## src/rtl/mem_bus_arbiter_if.sv

```systemverilog
// ---------------------------------------------------------------------------
// mem_bus_arbiter_if
//   Bundles the requester-side and memory-side signals of the memory bus
//   arbiter.
//   master modport : the arbiter itself (reads requests and memory returns,
//                    drives proc2mem_*, per-requester responses, rsp_*).
//   slave modport  : the surrounding environment (caches plus memory model).
//
//   req_command/addr/data/size : per-requester bus request
//   req_response               : per-requester accept tag (0 = not accepted)
//   rsp_valid/rsp_tag/rsp_data : tagged load-data return, one-hot owner
//   proc2mem_*                 : request forwarded to memory
//   mem2proc_response          : memory accept tag (0 = rejected)
//   mem2proc_tag/mem2proc_data : memory data return (tag 0 = none)
//   err_orphan_tag             : sticky, a return matched no owner
// ---------------------------------------------------------------------------
`ifndef XLEN
`define XLEN 32
`endif

interface mem_bus_arbiter_if #(
    parameter int NUM_REQ = 2,
    parameter int TAG_W   = 4
);
    logic [NUM_REQ-1:0][1:0]       req_command;
    logic [NUM_REQ-1:0][`XLEN-1:0] req_addr;
    logic [NUM_REQ-1:0][63:0]      req_data;
    logic [NUM_REQ-1:0][1:0]       req_size;
    logic [NUM_REQ-1:0][TAG_W-1:0] req_response;
    logic [NUM_REQ-1:0]            rsp_valid;
    logic [TAG_W-1:0]              rsp_tag;
    logic [63:0]                   rsp_data;
    logic [1:0]                    proc2mem_command;
    logic [`XLEN-1:0]              proc2mem_addr;
    logic [63:0]                   proc2mem_data;
    logic [1:0]                    proc2mem_size;
    logic [TAG_W-1:0]              mem2proc_response;
    logic [63:0]                   mem2proc_data;
    logic [TAG_W-1:0]              mem2proc_tag;
    logic                          err_orphan_tag;

    modport master (
        input  req_command, req_addr, req_data, req_size,
        input  mem2proc_response, mem2proc_data, mem2proc_tag,
        output req_response, rsp_valid, rsp_tag, rsp_data,
        output proc2mem_command, proc2mem_addr, proc2mem_data, proc2mem_size,
        output err_orphan_tag
    );

    modport slave (
        output req_command, req_addr, req_data, req_size,
        output mem2proc_response, mem2proc_data, mem2proc_tag,
        input  req_response, rsp_valid, rsp_tag, rsp_data,
        input  proc2mem_command, proc2mem_addr, proc2mem_data, proc2mem_size,
        input  err_orphan_tag
    );
endinterface

```

## src/rtl/mem_bus_arbiter.sv

```systemverilog
// ---------------------------------------------------------------------------
// mem_bus_arbiter
//   Shares the single processor-to-memory port between NUM_REQ requesters
//   (0 = dcache, 1 = icache). One request is granted per cycle, the memory's
//   accept tag is routed back to the winner, and each accepted load tag is
//   remembered so the tagged data return can be steered to its owner.
//
//   Ports:
//     clock : system clock
//     reset : asynchronous, active-high; clears tag table, counters,
//             arbitration pointer and the orphan flag, and idles all grants
//     bus   : mem_bus_arbiter_if.master (requests, memory port, returns)
//
//   Build option:
//     MEM_ARB_RR_EN defined   -> round-robin arbitration starting at a
//                                pointer that moves past each accepted winner
//     MEM_ARB_RR_EN undefined -> fixed priority, lowest index wins
// ---------------------------------------------------------------------------
`ifndef XLEN
`define XLEN 32
`endif

module mem_bus_arbiter #(
    parameter int NUM_REQ         = 2,
    parameter int TAG_W           = 4,
    parameter int MAX_OUTSTANDING = 4
) (
    input  logic              clock,
    input  logic              reset,
    mem_bus_arbiter_if.master bus
);
    localparam int OWN_W    = (NUM_REQ > 1) ? $clog2(NUM_REQ) : 1;
    localparam int CNT_W    = $clog2(MAX_OUTSTANDING + 1);
    localparam int NUM_TAGS = 1 << TAG_W;

    localparam logic [1:0] BUS_NONE = 2'd0;
    localparam logic [1:0] BUS_LOAD = 2'd1;

    logic [NUM_TAGS-1:0] tag_valid_reg;
    logic [OWN_W-1:0]    tag_owner_reg [NUM_TAGS];
    logic [CNT_W-1:0]    outstanding_reg [NUM_REQ];
    logic                err_orphan_reg;

    logic [NUM_REQ-1:0]  eligible;
    logic [NUM_REQ-1:0]  cnt_inc;
    logic [NUM_REQ-1:0]  cnt_dec;
    logic                grant_valid;
    logic [OWN_W-1:0]    grant_idx;
    logic                accepted;
    logic                grant_load;
    logic                tag_present;
    logic                ret_hit;
    logic                ret_orphan;
    logic [OWN_W-1:0]    ret_owner;

    // A load at its in-flight cap is masked; stores are never masked.
    // Reset gates eligibility so the memory port idles immediately.
    generate
        for (genvar gi = 0; gi < NUM_REQ; gi++) begin : g_req
            assign eligible[gi] = !reset
                && (bus.req_command[gi] != BUS_NONE)
                && ((bus.req_command[gi] != BUS_LOAD)
                    || (outstanding_reg[gi] < CNT_W'(MAX_OUTSTANDING)));
            assign cnt_inc[gi] = grant_load && (grant_idx == OWN_W'(gi));
            assign cnt_dec[gi] = ret_hit && (ret_owner == OWN_W'(gi));
        end
    endgenerate

`ifdef MEM_ARB_RR_EN
    logic [OWN_W-1:0] rr_ptr_reg;

    // Search starts at the pointer and wraps around once.
    always_comb begin
        int idx;
        idx         = 0;
        grant_valid = 1'b0;
        grant_idx   = '0;
        for (int k = 0; k < NUM_REQ; k++) begin
            idx = (int'(rr_ptr_reg) + k) % NUM_REQ;
            if (!grant_valid && eligible[idx]) begin
                grant_valid = 1'b1;
                grant_idx   = OWN_W'(idx);
            end
        end
    end

    // Only an accepted grant moves the pointer, so a rejected winner is
    // re-selected next cycle.
    always_ff @(posedge clock or posedge reset) begin
        if (reset) begin
            rr_ptr_reg <= '0;
        end else if (accepted) begin
            rr_ptr_reg <= (int'(grant_idx) == NUM_REQ - 1) ? '0 : grant_idx + 1'b1;
        end
    end
`else
    always_comb begin
        grant_valid = 1'b0;
        grant_idx   = '0;
        for (int k = 0; k < NUM_REQ; k++) begin
            if (!grant_valid && eligible[k]) begin
                grant_valid = 1'b1;
                grant_idx   = OWN_W'(k);
            end
        end
    end
`endif

    // Winner's request drives memory; the accept tag goes only to the winner.
    always_comb begin
        bus.proc2mem_command = BUS_NONE;
        bus.proc2mem_addr    = '0;
        bus.proc2mem_data    = '0;
        bus.proc2mem_size    = '0;
        bus.req_response     = '0;
        if (grant_valid) begin
            bus.proc2mem_command        = bus.req_command[grant_idx];
            bus.proc2mem_addr           = bus.req_addr[grant_idx];
            bus.proc2mem_data           = bus.req_data[grant_idx];
            bus.proc2mem_size           = bus.req_size[grant_idx];
            bus.req_response[grant_idx] = bus.mem2proc_response;
        end
    end

    assign accepted    = grant_valid && (bus.mem2proc_response != '0);
    assign grant_load  = accepted && (bus.req_command[grant_idx] == BUS_LOAD);

    assign tag_present = (bus.mem2proc_tag != '0);
    assign ret_hit     = !reset && tag_present && tag_valid_reg[bus.mem2proc_tag];
    assign ret_orphan  = tag_present && !tag_valid_reg[bus.mem2proc_tag];
    assign ret_owner   = tag_owner_reg[bus.mem2proc_tag];

    always_comb begin
        bus.rsp_valid = '0;
        if (ret_hit) begin
            bus.rsp_valid[ret_owner] = 1'b1;
        end
    end

    assign bus.rsp_tag        = bus.mem2proc_tag;
    assign bus.rsp_data       = bus.mem2proc_data;
    assign bus.err_orphan_tag = err_orphan_reg;

    // Free before allocate: when the same tag is returned and re-issued in
    // one cycle, the later write leaves the entry valid with the new owner.
    always_ff @(posedge clock or posedge reset) begin
        if (reset) begin
            tag_valid_reg  <= '0;
            err_orphan_reg <= 1'b0;
            for (int t = 0; t < NUM_TAGS; t++) begin
                tag_owner_reg[t] <= '0;
            end
        end else begin
            if (ret_hit) begin
                tag_valid_reg[bus.mem2proc_tag] <= 1'b0;
            end
            if (grant_load) begin
                tag_valid_reg[bus.mem2proc_response] <= 1'b1;
                tag_owner_reg[bus.mem2proc_response] <= grant_idx;
            end
            if (ret_orphan) begin
                err_orphan_reg <= 1'b1;
            end
        end
    end

    // Increment and decrement in the same cycle cancel; the eligibility mask
    // keeps the counter from ever exceeding MAX_OUTSTANDING.
    always_ff @(posedge clock or posedge reset) begin
        if (reset) begin
            for (int r = 0; r < NUM_REQ; r++) begin
                outstanding_reg[r] <= '0;
            end
        end else begin
            for (int r = 0; r < NUM_REQ; r++) begin
                outstanding_reg[r] <= outstanding_reg[r]
                                    + CNT_W'(cnt_inc[r]) - CNT_W'(cnt_dec[r]);
            end
        end
    end
endmodule

```

## src/flat_wrapper.sv

```systemverilog
// flat-port wrapper written by rule: the top's interface ports become plain ports
module mem_bus_arbiter_flat 
#(
    parameter int NUM_REQ         = 2,
    parameter int TAG_W           = 4,
    parameter int MAX_OUTSTANDING = 4
)
  (clock, reset, bus_req_command, bus_req_addr, bus_req_data, bus_req_size, bus_mem2proc_response, bus_mem2proc_data, bus_mem2proc_tag, bus_req_response, bus_rsp_valid, bus_rsp_tag, bus_rsp_data, bus_proc2mem_command, bus_proc2mem_addr, bus_proc2mem_data, bus_proc2mem_size, bus_err_orphan_tag);
  mem_bus_arbiter_if #(.NUM_REQ(NUM_REQ), .TAG_W(TAG_W)) bus_i ();
  input  logic clock;
  input  logic reset;
  input wire logic [$bits(bus_i.req_command)-1:0] bus_req_command;
  input wire logic [$bits(bus_i.req_addr)-1:0] bus_req_addr;
  input wire logic [$bits(bus_i.req_data)-1:0] bus_req_data;
  input wire logic [$bits(bus_i.req_size)-1:0] bus_req_size;
  input wire logic [$bits(bus_i.mem2proc_response)-1:0] bus_mem2proc_response;
  input wire logic [$bits(bus_i.mem2proc_data)-1:0] bus_mem2proc_data;
  input wire logic [$bits(bus_i.mem2proc_tag)-1:0] bus_mem2proc_tag;
  output wire logic [$bits(bus_i.req_response)-1:0] bus_req_response;
  output wire logic [$bits(bus_i.rsp_valid)-1:0] bus_rsp_valid;
  output wire logic [$bits(bus_i.rsp_tag)-1:0] bus_rsp_tag;
  output wire logic [$bits(bus_i.rsp_data)-1:0] bus_rsp_data;
  output wire logic [$bits(bus_i.proc2mem_command)-1:0] bus_proc2mem_command;
  output wire logic [$bits(bus_i.proc2mem_addr)-1:0] bus_proc2mem_addr;
  output wire logic [$bits(bus_i.proc2mem_data)-1:0] bus_proc2mem_data;
  output wire logic [$bits(bus_i.proc2mem_size)-1:0] bus_proc2mem_size;
  output wire logic [$bits(bus_i.err_orphan_tag)-1:0] bus_err_orphan_tag;
  assign bus_i.req_command = bus_req_command;
  assign bus_i.req_addr = bus_req_addr;
  assign bus_i.req_data = bus_req_data;
  assign bus_i.req_size = bus_req_size;
  assign bus_i.mem2proc_response = bus_mem2proc_response;
  assign bus_i.mem2proc_data = bus_mem2proc_data;
  assign bus_i.mem2proc_tag = bus_mem2proc_tag;
  assign bus_req_response = bus_i.req_response;
  assign bus_rsp_valid = bus_i.rsp_valid;
  assign bus_rsp_tag = bus_i.rsp_tag;
  assign bus_rsp_data = bus_i.rsp_data;
  assign bus_proc2mem_command = bus_i.proc2mem_command;
  assign bus_proc2mem_addr = bus_i.proc2mem_addr;
  assign bus_proc2mem_data = bus_i.proc2mem_data;
  assign bus_proc2mem_size = bus_i.proc2mem_size;
  assign bus_err_orphan_tag = bus_i.err_orphan_tag;
  mem_bus_arbiter #(.NUM_REQ(NUM_REQ), .TAG_W(TAG_W), .MAX_OUTSTANDING(MAX_OUTSTANDING)) u_core (.clock(clock), .reset(reset), .bus(bus_i));
endmodule
```

## config.mk

```make
export PLATFORM = sky130hd
export DESIGN_NAME = mem_bus_arbiter_flat
export DESIGN_NICKNAME = d
export VERILOG_FILES = /design/src/rtl/mem_bus_arbiter_if.sv /design/src/rtl/mem_bus_arbiter.sv /design/src/flat_wrapper.sv
export SDC_FILE = /design/constraint.sdc
export NUM_CORES = 1
export LEC_CHECK = 0
export BUFFER_PORTS_ARGS = -buffer_cell sky130_fd_sc_hd__clkbuf_2
export CAP_MARGIN = 20
export CORE_AREA = 2 2 175 177
export DETAILED_ROUTE_END_ITERATION = 6
export DIE_AREA = 0 0 177 179
export GPL_ROUTABILITY_DRIVEN = 0
export PLACE_DENSITY = 0.42
export SYNTH_ARGS = -nofsm -noshare
export SYNTH_HDL_FRONTEND = slang
export SYNTH_SLANG_ARGS = --single-unit
```

## constraint.sdc

```tcl
create_clock -name clock -period 5.19 [get_ports clock]
set_input_delay 0 -clock clock [delete_from_list [all_inputs] [get_ports clock]]
set_output_delay 0 -clock clock [all_outputs]
set_load 0.1 [all_outputs]
```

==> impl_results.md, run 1 <==
* Status: finished with violations
* Violated checks: hold timing
* Max Clk Rate at 331.5 MHz
* Avg Synthesized Cell Area at 6.779 um^2
* Die outline height at ~180 um
* Area contributors post-synth: dfrtp_1 (24%), nand2_1 (20%), buf_4 (13%), a21oi_1 (12%), clkbuf_1 (3.0%)
* ANT nets after route at 0
* Critical path buffer and inverter count at 2
* Final hold violation count at 13
* First-pass GRT wire length at around 32 mm
* Max Clock Skew at 3.828 ps
* Top cell type's share of synthesized area at 0.2399
* Reg2Reg Depth at 11
* TritonCTS clock tree: yes
* Number of fill cells at 3,490
* Multi-input gate area at 0.002387 mm^2
* Via/cell ratio at ~4.0
* Fin crit share at 0.5812
* R2r endpoint: u_core.outstanding_reg[5]
* H-tree depth at 2
* Top delay family on crit path: buffers and inverters
* Placed insts at 1,213
* Post-Route Utilization at 0.1912
* Total CTS buffers at 5
* FF/Latch Area at roughly 980 um^2
* Final net count at 1,105
* Synth Flop Type: dfrtp_1
* Share of cells above drive strength 1 at 0.4327
* Slowest CP cell: o2111a_4
* Initial DRC count at 356
* Max cap viols at 0
* Total gr overflow at 0
* Clock root buffer: clkbuf_16
* DRC viols at 0
* Core Rows at 64
* Mapped Area at 0.004068 mm^2
* Fin. max-slew vios at 0
* Drt total wl at 24.30 mm
* Clock Sinks at 39
* Hold Slack at -11.26 ps
* Syn Nets at 880
* Max Buffers Root-to-Sink at 2
* Ys async rst share at 1.000
* Clk pin slew, worst setup/hold paths at 60 ps
* Maximum vdd drop at 0.1260 mV
* Pre-antenna DRT Iters at 5
* Vias at 4,840
* Max stage delay on crit path at 640 ps
* Initial Util at 0.1355
* Cell-by-cell trace of the critical path: nor2b_1, o2111a_4, buf_12, nand2_1, a21oi_1, clkbuf_2
* RSZ-0062 raised after global routing: false
* Resized cells post-CTS at 0
* CP Launch Type: flip-flop
* P_leak at 3.121 nW
* Synth Register Bits at 39
* Initial antenna violation count at 2
* Worst-margin pin slew at between 900 and 1000 ps
* Ys Warns at 0
* Reg-to-reg startpoint: u_core.tag_valid_reg[4]
* Die width at 177 um
* Post-CTS setup buffers at 0
* Post-route insts no fill at between 1,000 and 1,500
* Yosys top cell by area: dfrtp_1
* Post-cts hold buffer count at 0
* Syn Inst Count at 600
* Slew headroom at 0.3659
* EDFF count, synth at 0
* CP Class: flip-flop to primary output
* Power Density at ~350 mW/mm^2
* Core ar. at 0.03003 mm^2
* IO Pins at 453
* Required @ worst endpoint at 5190 ps
* Worst min path class: primary input to asynchronous set/reset pin
* Setup TNS at 0 ps
* Gr usage total at 0.1396
* R2r setup slk at roughly 2300 ps
* Critical Path End Type: primary output
* Die area at 0.03168 mm^2
* Vias in the first global route at 4,432
* Yosys cell types at 44
* IO Port Bufs at around 320
* Register area share after synthesis at 0.2399
* Routed len/inst at between 15 and 20 um
* Detail Placement HPWL at 20.76 mm
* Clk_lat worst skew at between 200 and 300 ps
* Worst EP arrival at 3020 ps
* Largest net degree at the start of global routing at 84
* Period minus WS final at 3016 ps
* Final setup viols at 0
* Crit-path max FO at 70
* Synth-to-Final Area Change at 41.16%
[layer usage]
metal	vias to the layer above	part of all wire	global-route usage
met1	2174	0.36	0.1550
met2	264	0.39	0.1793
met4	2	0.014	0.02583
li1	2372	-	-
met5	-	0.00045	0
met3	28	0.23	0.1510
[how the worst max path moves through the flow]
stage                               from                   endpoint  slack (ps)  depth (start not counted)
5_1_grt        u_core.outstanding_reg[2]       bus_proc2mem_size[0]        1960                          6
4_1_cts        u_core.outstanding_reg[5]       bus_proc2mem_addr[4]        1920                          5
3_3_place_gp         bus_mem2proc_tag[0]  u_core.outstanding_reg[5]        2170                         12
6_report       u_core.outstanding_reg[2]       bus_proc2mem_size[0]        2170                          6
3_5_place_dp         bus_mem2proc_tag[0]  u_core.outstanding_reg[5]        2070                         12
2_1_floorplan                      reset  u_core.outstanding_reg[5]           2                         11
[Yosys cell counts, types with 2 or more instances]
master      n
a21oi_1   101
a32o_1      2
and2_1      9
buf_1       3
buf_2       5
buf_4      68
buf_6       2
clkbuf_1   33
dfrtp_1    39
fa_1        2
ha_1        4
inv_1      12
mux2_1      9
mux2_2     11
mux2i_1     4
mux4_2      5
nand2_1   220
nand2b_1    2
nand3_1    14
nand4_1     4
nor2_1      7
nor2b_1     8
o21ai_0     5
o22ai_1     2
o31ai_1     6
o41ai_1     2
xnor2_1     4
[through the flow]
| step | hold slack, ps | total power [mW] | cell area [um^2] | setup slack (ps) |
|---|---|---|---|---|
| after global placement | 0.6813 | 1.692 | 5584 | 2168 |
| after floorplan | 76.23 | 1.644 | 4068 | 1.826 |
| after CTS | 0.6813 | 1.999 | 5728 | 1917 |
| after detailed placement | 0.6813 | 1.689 | 5584 | 2065 |
| final | -11.26 | 1.983 | 5742 | 2174 |
| after global routing | 0.2276 | 2.099 | 5739 | 1963 |
[worst min-delay path, stage by stage]
cell and delay, ps:
clkbuf_2 160, clkinv_1 80, buf_4 490
[where the power goes]
group / total [mW] / internal, mW / switching, mW / leakage (nW)
clock: 0.302 / 0.187 / 0.115 / 0.0727
combinational: 1.27 / 0.268 / 1.00 / 2.53
sequential: 0.413 / 0.371 / 0.0421 / 0.515
total: 1.98 / 0.827 / 1.16 / 3.12
[area by class of cell]
class                      count  area share
multi-input combinational    437      0.4158
tap                          396     0.08629
sequential                    39      0.1700
inverter                      13    0.008499
timing repair buffer         329      0.2940
antenna                        1   0.0004358
clock buffer                   6     0.02419
clock inverter                 1   0.0008716
[placed cells by master (no fill, tap or decap), types with 4 or more instances in the layout]
| cell type | synthesis | final |
|---|---|---|
| nor2_1 | 7 | 7 |
| mux2i_1 | 4 | 4 |
| mux2_1 | 9 | 9 |
| nand3_1 | 14 | 14 |
| clkbuf_2 | 0 | 324 |
| ha_1 | 4 | 4 |
| a21oi_1 | 101 | 101 |
| dfrtp_1 | 39 | 39 |
| o31ai_1 | 6 | 6 |
| clkbuf_16 | 0 | 5 |
| nand4_1 | 4 | 4 |
| xnor2_1 | 4 | 4 |
| inv_1 | 12 | 12 |
| mux4_2 | 5 | 5 |
| nor2b_1 | 8 | 8 |
| mux2_2 | 11 | 11 |
| nand2_1 | 220 | 220 |
| and2_1 | 9 | 9 |
| o21ai_0 | 5 | 5 |
[cells by family (layout without fill, tap and decap cells)]
family	count (synthesis)	count (layout)	synth area share
simple gates	271	271	0.2747
compound gates	127	127	0.1793
flops	39	39	0.2399
buf+inv	124	349	0.1824
fa+ha+maj	6	6	0.02215
xor+xnor	4	4	0.008612
other cells	0	1	0
mux	29	29	0.09290
(Power assumes the default switching activity.)
==> run 2, diff against run 1 <==
--- a/config.mk
+++ b/config.mk
@@ -7,9 +7,9 @@
 export LEC_CHECK = 0
 export BUFFER_PORTS_ARGS = -buffer_cell sky130_fd_sc_hd__clkbuf_2
 export CAP_MARGIN = 20
-export CORE_AREA = 2 2 175 177
+export CORE_AREA = 2 2 176 178
 export DETAILED_ROUTE_END_ITERATION = 6
-export DIE_AREA = 0 0 177 179
+export DIE_AREA = 0 0 178 180
 export GPL_ROUTABILITY_DRIVEN = 0
 export PLACE_DENSITY = 0.42
 export SYNTH_ARGS = -nofsm -noshare
==> constraint.sdc (replaced) <==
create_clock -name clock -period 3 [get_ports clock]
set_input_delay 0 -clock clock [delete_from_list [all_inputs] [get_ports clock]]
set_output_delay 0 -clock clock [all_outputs]
set_load 0.1 [all_outputs]
==> run 2 against run 1 <==
Effect of this change: sequential cell count stayed put; the flow now finishes without violations; core utilization increased by 0.60 points; clock skew hardly changed; global-route usage grew 0.24 points; register-to-register slack worse by 2000 ps; final cell count rose by 0.57%; non-clock buffer count is 7 higher; worst setup slack worse by 1900 ps; clock power rose by 130%; critical path depth unchanged; cell area up 3.7%; wire length shrank 3.5%.
==> impl_results.md, run 2 (same netlist as run 1, synthesis figures left out) <==
* Share of cells above drive strength 1 at 0.4478
* Clk_lat worst skew at between 200 and 300 ps
* Crit-path max FO at 100
* Pre-antenna DRT Iters at 4
* Clock Sinks at 39
* M3 GR Usage at 0.05076
* Vias at 4,760
* Dpl ws at 273.6 ps
* Die width at 178 um
* Fin crit share at 0.9123
* Final setup viols at 0
* DRC viols at 0
* CP Launch Type: flip-flop
* Placed inst area at between 0.005 and 0.006 mm^2
* Worst EP arrival at 2740 ps
* Total CTS buffers at 5
* Number of fill cells at 3,471
* Synth-to-Final Area Change at 46.35%
* Largest net degree at the start of global routing at around 100
* Core ar. at 0.03019 mm^2
* Grt peak-use layer: met2
* Sequential share of power at 0.196
* Worst setup margin at 263.0 ps
* IO Pins at 453
* Max stage delay on crit path at 500 ps
* Commonest non-fill, non-tap cells in the layout: clkbuf_2 (319), nand2_1 (220), a21oi_1 (99)
* Resized cells post-CTS at 0
* RSZ-0062 raised after global routing: false
* Fin. max-slew vios at 0
* ANT nets after route at 0
* Final net count at around 1,100
* TritonCTS clock tree: yes
* Vias in the first global route at 4,653
* Total gr overflow at 0
* Clock Power Share at 0.192
* Power Density at between 600 and 700 mW/mm^2
* P_leak at 3.213 nW
* Tot Pwr at 3.656 mW
* Clk pin slew, worst setup/hold paths at roughly 60 ps
* Period minus WS final at 2737 ps
* Commonest non-fill, non-tap cell in the layout: clkbuf_2
* Max cap viols at 0
* Die outline height at 180 um
* Gr usage total at 0.1420
* Max Clock Skew at around 3.6 ps
* # diodes at 0
* Max Clk Rate at 365.4 MHz
* Slew headroom at 0.4871
* Required @ worst endpoint at ~3000 ps
* Initial antenna violation count at 1
* Sw power at between 2 and 2.5 mW
* Routed len/inst at 19.08 um
* CP Class: flip-flop to primary output
* Maximum vdd drop at 0.2236 mV
* Comb pwr share at 0.612
* First-pass GRT wire length at 33.20 mm
* Slowest CP cell: clkbuf_2
* Post-Route Utilization at 0.1972
* Met2 Usage GRT at 0.2837
* Clock root buffer: clkbuf_16
* Internal power at 1.628 mW
* Post-cts hold buffer count at 0
* Drt total wl at 23.46 mm
* Die area at roughly 0.032 mm^2
* Cell-by-cell trace of the critical path: nor2b_1, o2111a_4, buf_12, nand2_1, a21oi_1, clkbuf_2
* Routing usage on met1 at 0.1389
* Post-CTS setup buffers at 0
* Worst min path class: primary input to primary output
* H-tree depth at 2
* Initial Util at 0.1347
* Via/cell ratio at roughly 3.9
* Final hold violation count at 0
* Worst-margin pin slew at ~770 ps
* Core Rows at 64
* Initial DRC count at ~310
* Max Buffers Root-to-Sink at 2
* Critical Path End Type: primary output
* Status: finished clean
* Sw frac at 0.5548
* IO Port Bufs at 324
* Fin area at about 0.0060 mm^2
* Detail Placement HPWL at just over 20 mm
## run 2: final timing paths
path	cells after the start	endpoint	start	slack [ps]
setup reg to reg	11	u_core.outstanding_reg[5]	u_core.tag_owner_reg[0]	300
hold reg to reg	0	u_core.tag_valid_reg[0]	u_core.tag_valid_reg[0]	380
min in group asynchronous	3	u_core.tag_valid_reg[3]	reset	70
hold / removal	0	bus_rsp_data[33]	bus_mem2proc_data[33]	0.03
max in group asynchronous	3	u_core.tag_valid_reg[14]	reset	2590
setup / recovery	6	bus_proc2mem_data[30]	u_core.outstanding_reg[2]	260
## run 2: final cells by class
| type | count | area [um^2] | share of cell area |
|---|---|---|---|
| multi-input cells | 437 | 2449 | 0.4113 |
| repair buffers | 336 | 1787 | 0.3001 |
| flip-flops and latches | 39 | 975.9 | 0.1639 |
| well taps | 396 | 495.5 | 0.08323 |
| clock buffers | 5 | 125.1 | 0.02102 |
| clock inverters | 3 | 67.56 | 0.01135 |
| inverters | 13 | 53.80 | 0.009037 |
## run 2: worst max-delay path: cells and delay by family, from the launching register on
kind | cells | cell delay, ps
AND/OR/NAND/NOR | 2 | 580
buffers and inverters | 2 | 820
AO/OA/AOI/OAI | 2 | 490
flip-flops | 1 | 410
## run 2: routing by layer
metal,share of wire,wire length (um)
met1,0.33,7658
met4,0.011,266
met5,0,0
met2,0.57,13260
met3,0.097,2274
## run 2: stage by stage
step           hold slack (ps)  setup TNS [ps]  instances
3_3_place_gp            0.6813               0       1221
4_1_cts                 0.6813               0       1229
2_1_floorplan           -160.5          -129.8        600
5_1_grt                 0.2472               0       1229
6_report               0.03415               0       1229
3_5_place_dp            0.6813               0       1221
## run 2: power by group through the flow
| stage | Clock, mW | Sequential, mW | Combinational (mW) |
|---|---|---|---|
| 2_1_floorplan | 0 | 0.703 | 2.18 |
| 3_3_place_gp | 0 | 0.725 | 2.25 |
| 3_5_place_dp | 0 | 0.725 | 2.26 |
| 4_1_cts | 0.712 | 0.718 | 2.26 |
| 5_1_grt | 0.736 | 0.733 | 2.37 |
| 6_report | 0.701 | 0.717 | 2.24 |
==> run 3, diff against run 2 <==
==> constraint.sdc (replaced) <==
create_clock -name clock -period 2.6 [get_ports clock]
set_input_delay 0 -clock clock [delete_from_list [all_inputs] [get_ports clock]]
set_output_delay 0 -clock clock [all_outputs]
set_load 0.1 [all_outputs]
==> run 3 against run 2 <==
Effect of this change: wire length up 17%; critical path depth is 5 higher; non-clock buffer count grew 24; sequential power up 16%; critical path type is now flip-flop to flip-flop; critical endpoint is now u_core.outstanding_reg[5]; via count grew 5.5%; sequential share of layout area shrank 4.3 points; sequential cell count unchanged; final cell count is 2.0% higher; largest power group unchanged; highest routed layer unchanged.
==> impl_results.md, run 3 (same netlist as run 1, synthesis figures left out) <==
* Total CTS buffers at 5
* Period minus WS final at 2574 ps
* DRC viols at 0
* Post-route insts no fill at 1,254
* Clock Sinks at 39
* Reg-to-reg startpoint: u_core.tag_valid_reg[3]
* Reg2Reg Depth at 11
* Vias at ~5,000
* Largest net degree at the start of global routing at 47
* TritonCTS clock tree: yes
* IO Pins at 453
* IO Port Bufs at 324
* Final hold violation count at 0
* Die area at 0.03204 mm^2
* Critical Path End Type: flip-flop
* Vias in the first global route at about 5,300
* First-pass GRT wire length at 38.20 mm
* Total gr overflow at 0
* Core Rows at 64
* Max cap viols at 0
* Worst-margin pin slew at 602.6 ps
* HP Start: bus_mem2proc_data[62]
* Gr usage total at 0.1656
* Initial DRC count at 188
* Clk pin slew, worst setup/hold paths at roughly 60 ps
* Share of cells above drive strength 1 at 0.5846
* Post-Route Utilization at 0.2669
* Crit-path max FO at 2
* Final setup viols at 0
* Clock root buffer: clkbuf_16
* CP Launch Type: flip-flop
* Die outline height at 180 um
* Worst EP arrival at ~2700 ps
* Power Density at between 600 and 700 mW/mm^2
* Post-cts hold buffer count at 0
* CP Class: flip-flop to flip-flop
* Max Buffers Root-to-Sink at 2
* Hold worst-path end: bus_rsp_data[62]
* Commonest non-fill, non-tap cell in the layout: clkbuf_2
* Fin. max-slew vios at 0
* Required @ worst endpoint at 2760 ps
* Max Clock Skew at 6.763 ps
* Slew headroom at 0.6000
* Placed insts at 1,243
* Clk_lat worst skew at 290 ps
* Via/cell ratio at 4.006
* R2r setup slk at 30 ps
* Status: finished clean
* Synth-to-Final Area Change at 98.09%
* RSZ-0062 raised after global routing: true
* ANT nets after route at 0
* Drt total wl at 27.36 mm
* Detail Placement HPWL at 24.24 mm
* Tot Pwr at between 4 and 5 mW
* Initial antenna violation count at 1
* Fin crit share at 0.9898
* Hold Path Cell Cnt at 0
* H-tree depth at 2
* P_leak at roughly 3.8 nW
* Initial Util at 0.1347
* Pre-antenna DRT Iters at 5
* Maximum vdd drop at ~0.28 mV
* Core ar. at just over 0.03 mm^2
* Commonest non-fill, non-tap cells in the layout: clkbuf_2 (221), nand2_1 (220), buf_12 (108)
* R2r endpoint: u_core.outstanding_reg[5]
* Worst min path class: primary input to primary output
* Die width at 178 um
* Routed len/inst at 21.82 um
* Final net count at 1,136
* Hold Slack at 0.03415 ps
* Max Clk Rate at 388.6 MHz
[run 3: cell count changes in the layout (fill, tap and decap cells not counted), moves of 2 or more]
cell	previous run	this run
inv_1	12	10
ha_1	4	2
a21oi_1	99	2
buf_12	5	108
ha_4	0	2
clkbuf_2	319	221
buf_4	12	31
a21oi_2	1	98
[run 3: worst max path at each step]
stage | to | cells past startpoint | from
detailed placement | u_core.outstanding_reg[5] | 11 | u_core.tag_owner_reg[4]
floorplan | u_core.outstanding_reg[5] | 11 | u_core.tag_valid_reg[3]
global placement | u_core.outstanding_reg[5] | 11 | u_core.tag_owner_reg[0]
CTS | u_core.outstanding_reg[5] | 11 | u_core.tag_owner_reg[4]
global route | u_core.outstanding_reg[5] | 11 | u_core.tag_owner_reg[4]
finish | u_core.outstanding_reg[5] | 11 | u_core.tag_valid_reg[3]
[run 3: what timing repair did]
item                       in CTS  in global routing
cloned                          0                  0
gates resized for setup         1                  9
setup endpoints to repair       1                  6
pin swaps                       0                  4
buffers inserted                0                  2
[run 3: per-layer routing]
metal	GRT usage	up-vias	part of all wire
met5	0	-	0
met4	0.02885	0	0.014
met3	0.05415	15	0.087
met2	0.3264	272	0.56
met1	0.1676	2297	0.34
li1	-	2439	-
[run 3: critical path: stages (launching register included)]
cell and delay [ps]:
dfrtp_1 340, mux2i_1 70, a22o_1 240, or4_4 530, a21boi_4 200, ha_4 230
inv_4 50, ha_4 120, inv_2 30, fa_2 360, xnor2_2 140, xnor2_1 120
[run 3: final cells by class]
cell class,instances,area [um^2]
Fill cell,3258,22130
Timing Repair Buffer,360,3501
Multi-Input combinational cell,437,2854
Sequential cell,39,975.9
Tap cell,396,495.5
Clock buffer,5,125.1
Inverter,13,56.30
Clock inverter,3,47.55
Antenna cell,1,2.502
[run 3: through the flow]
step	area (um^2)	setup TNS (ps)	worst slack [ps]
after global routing	8058	-126.3	-64.43
after floorplan	4499	-1598	-441.6
after global placement	7819	-3.499	-3.499
after CTS	7995	0	6.954
after detailed placement	7819	-8.890	-8.890
final	8058	0	26.45
[run 3: where the power goes]
part           internal [mW]  switching [mW]  total [mW]
Clock                  0.458           0.260       0.717
Sequential             0.740          0.0903       0.830
Combinational           1.22            2.23        3.45
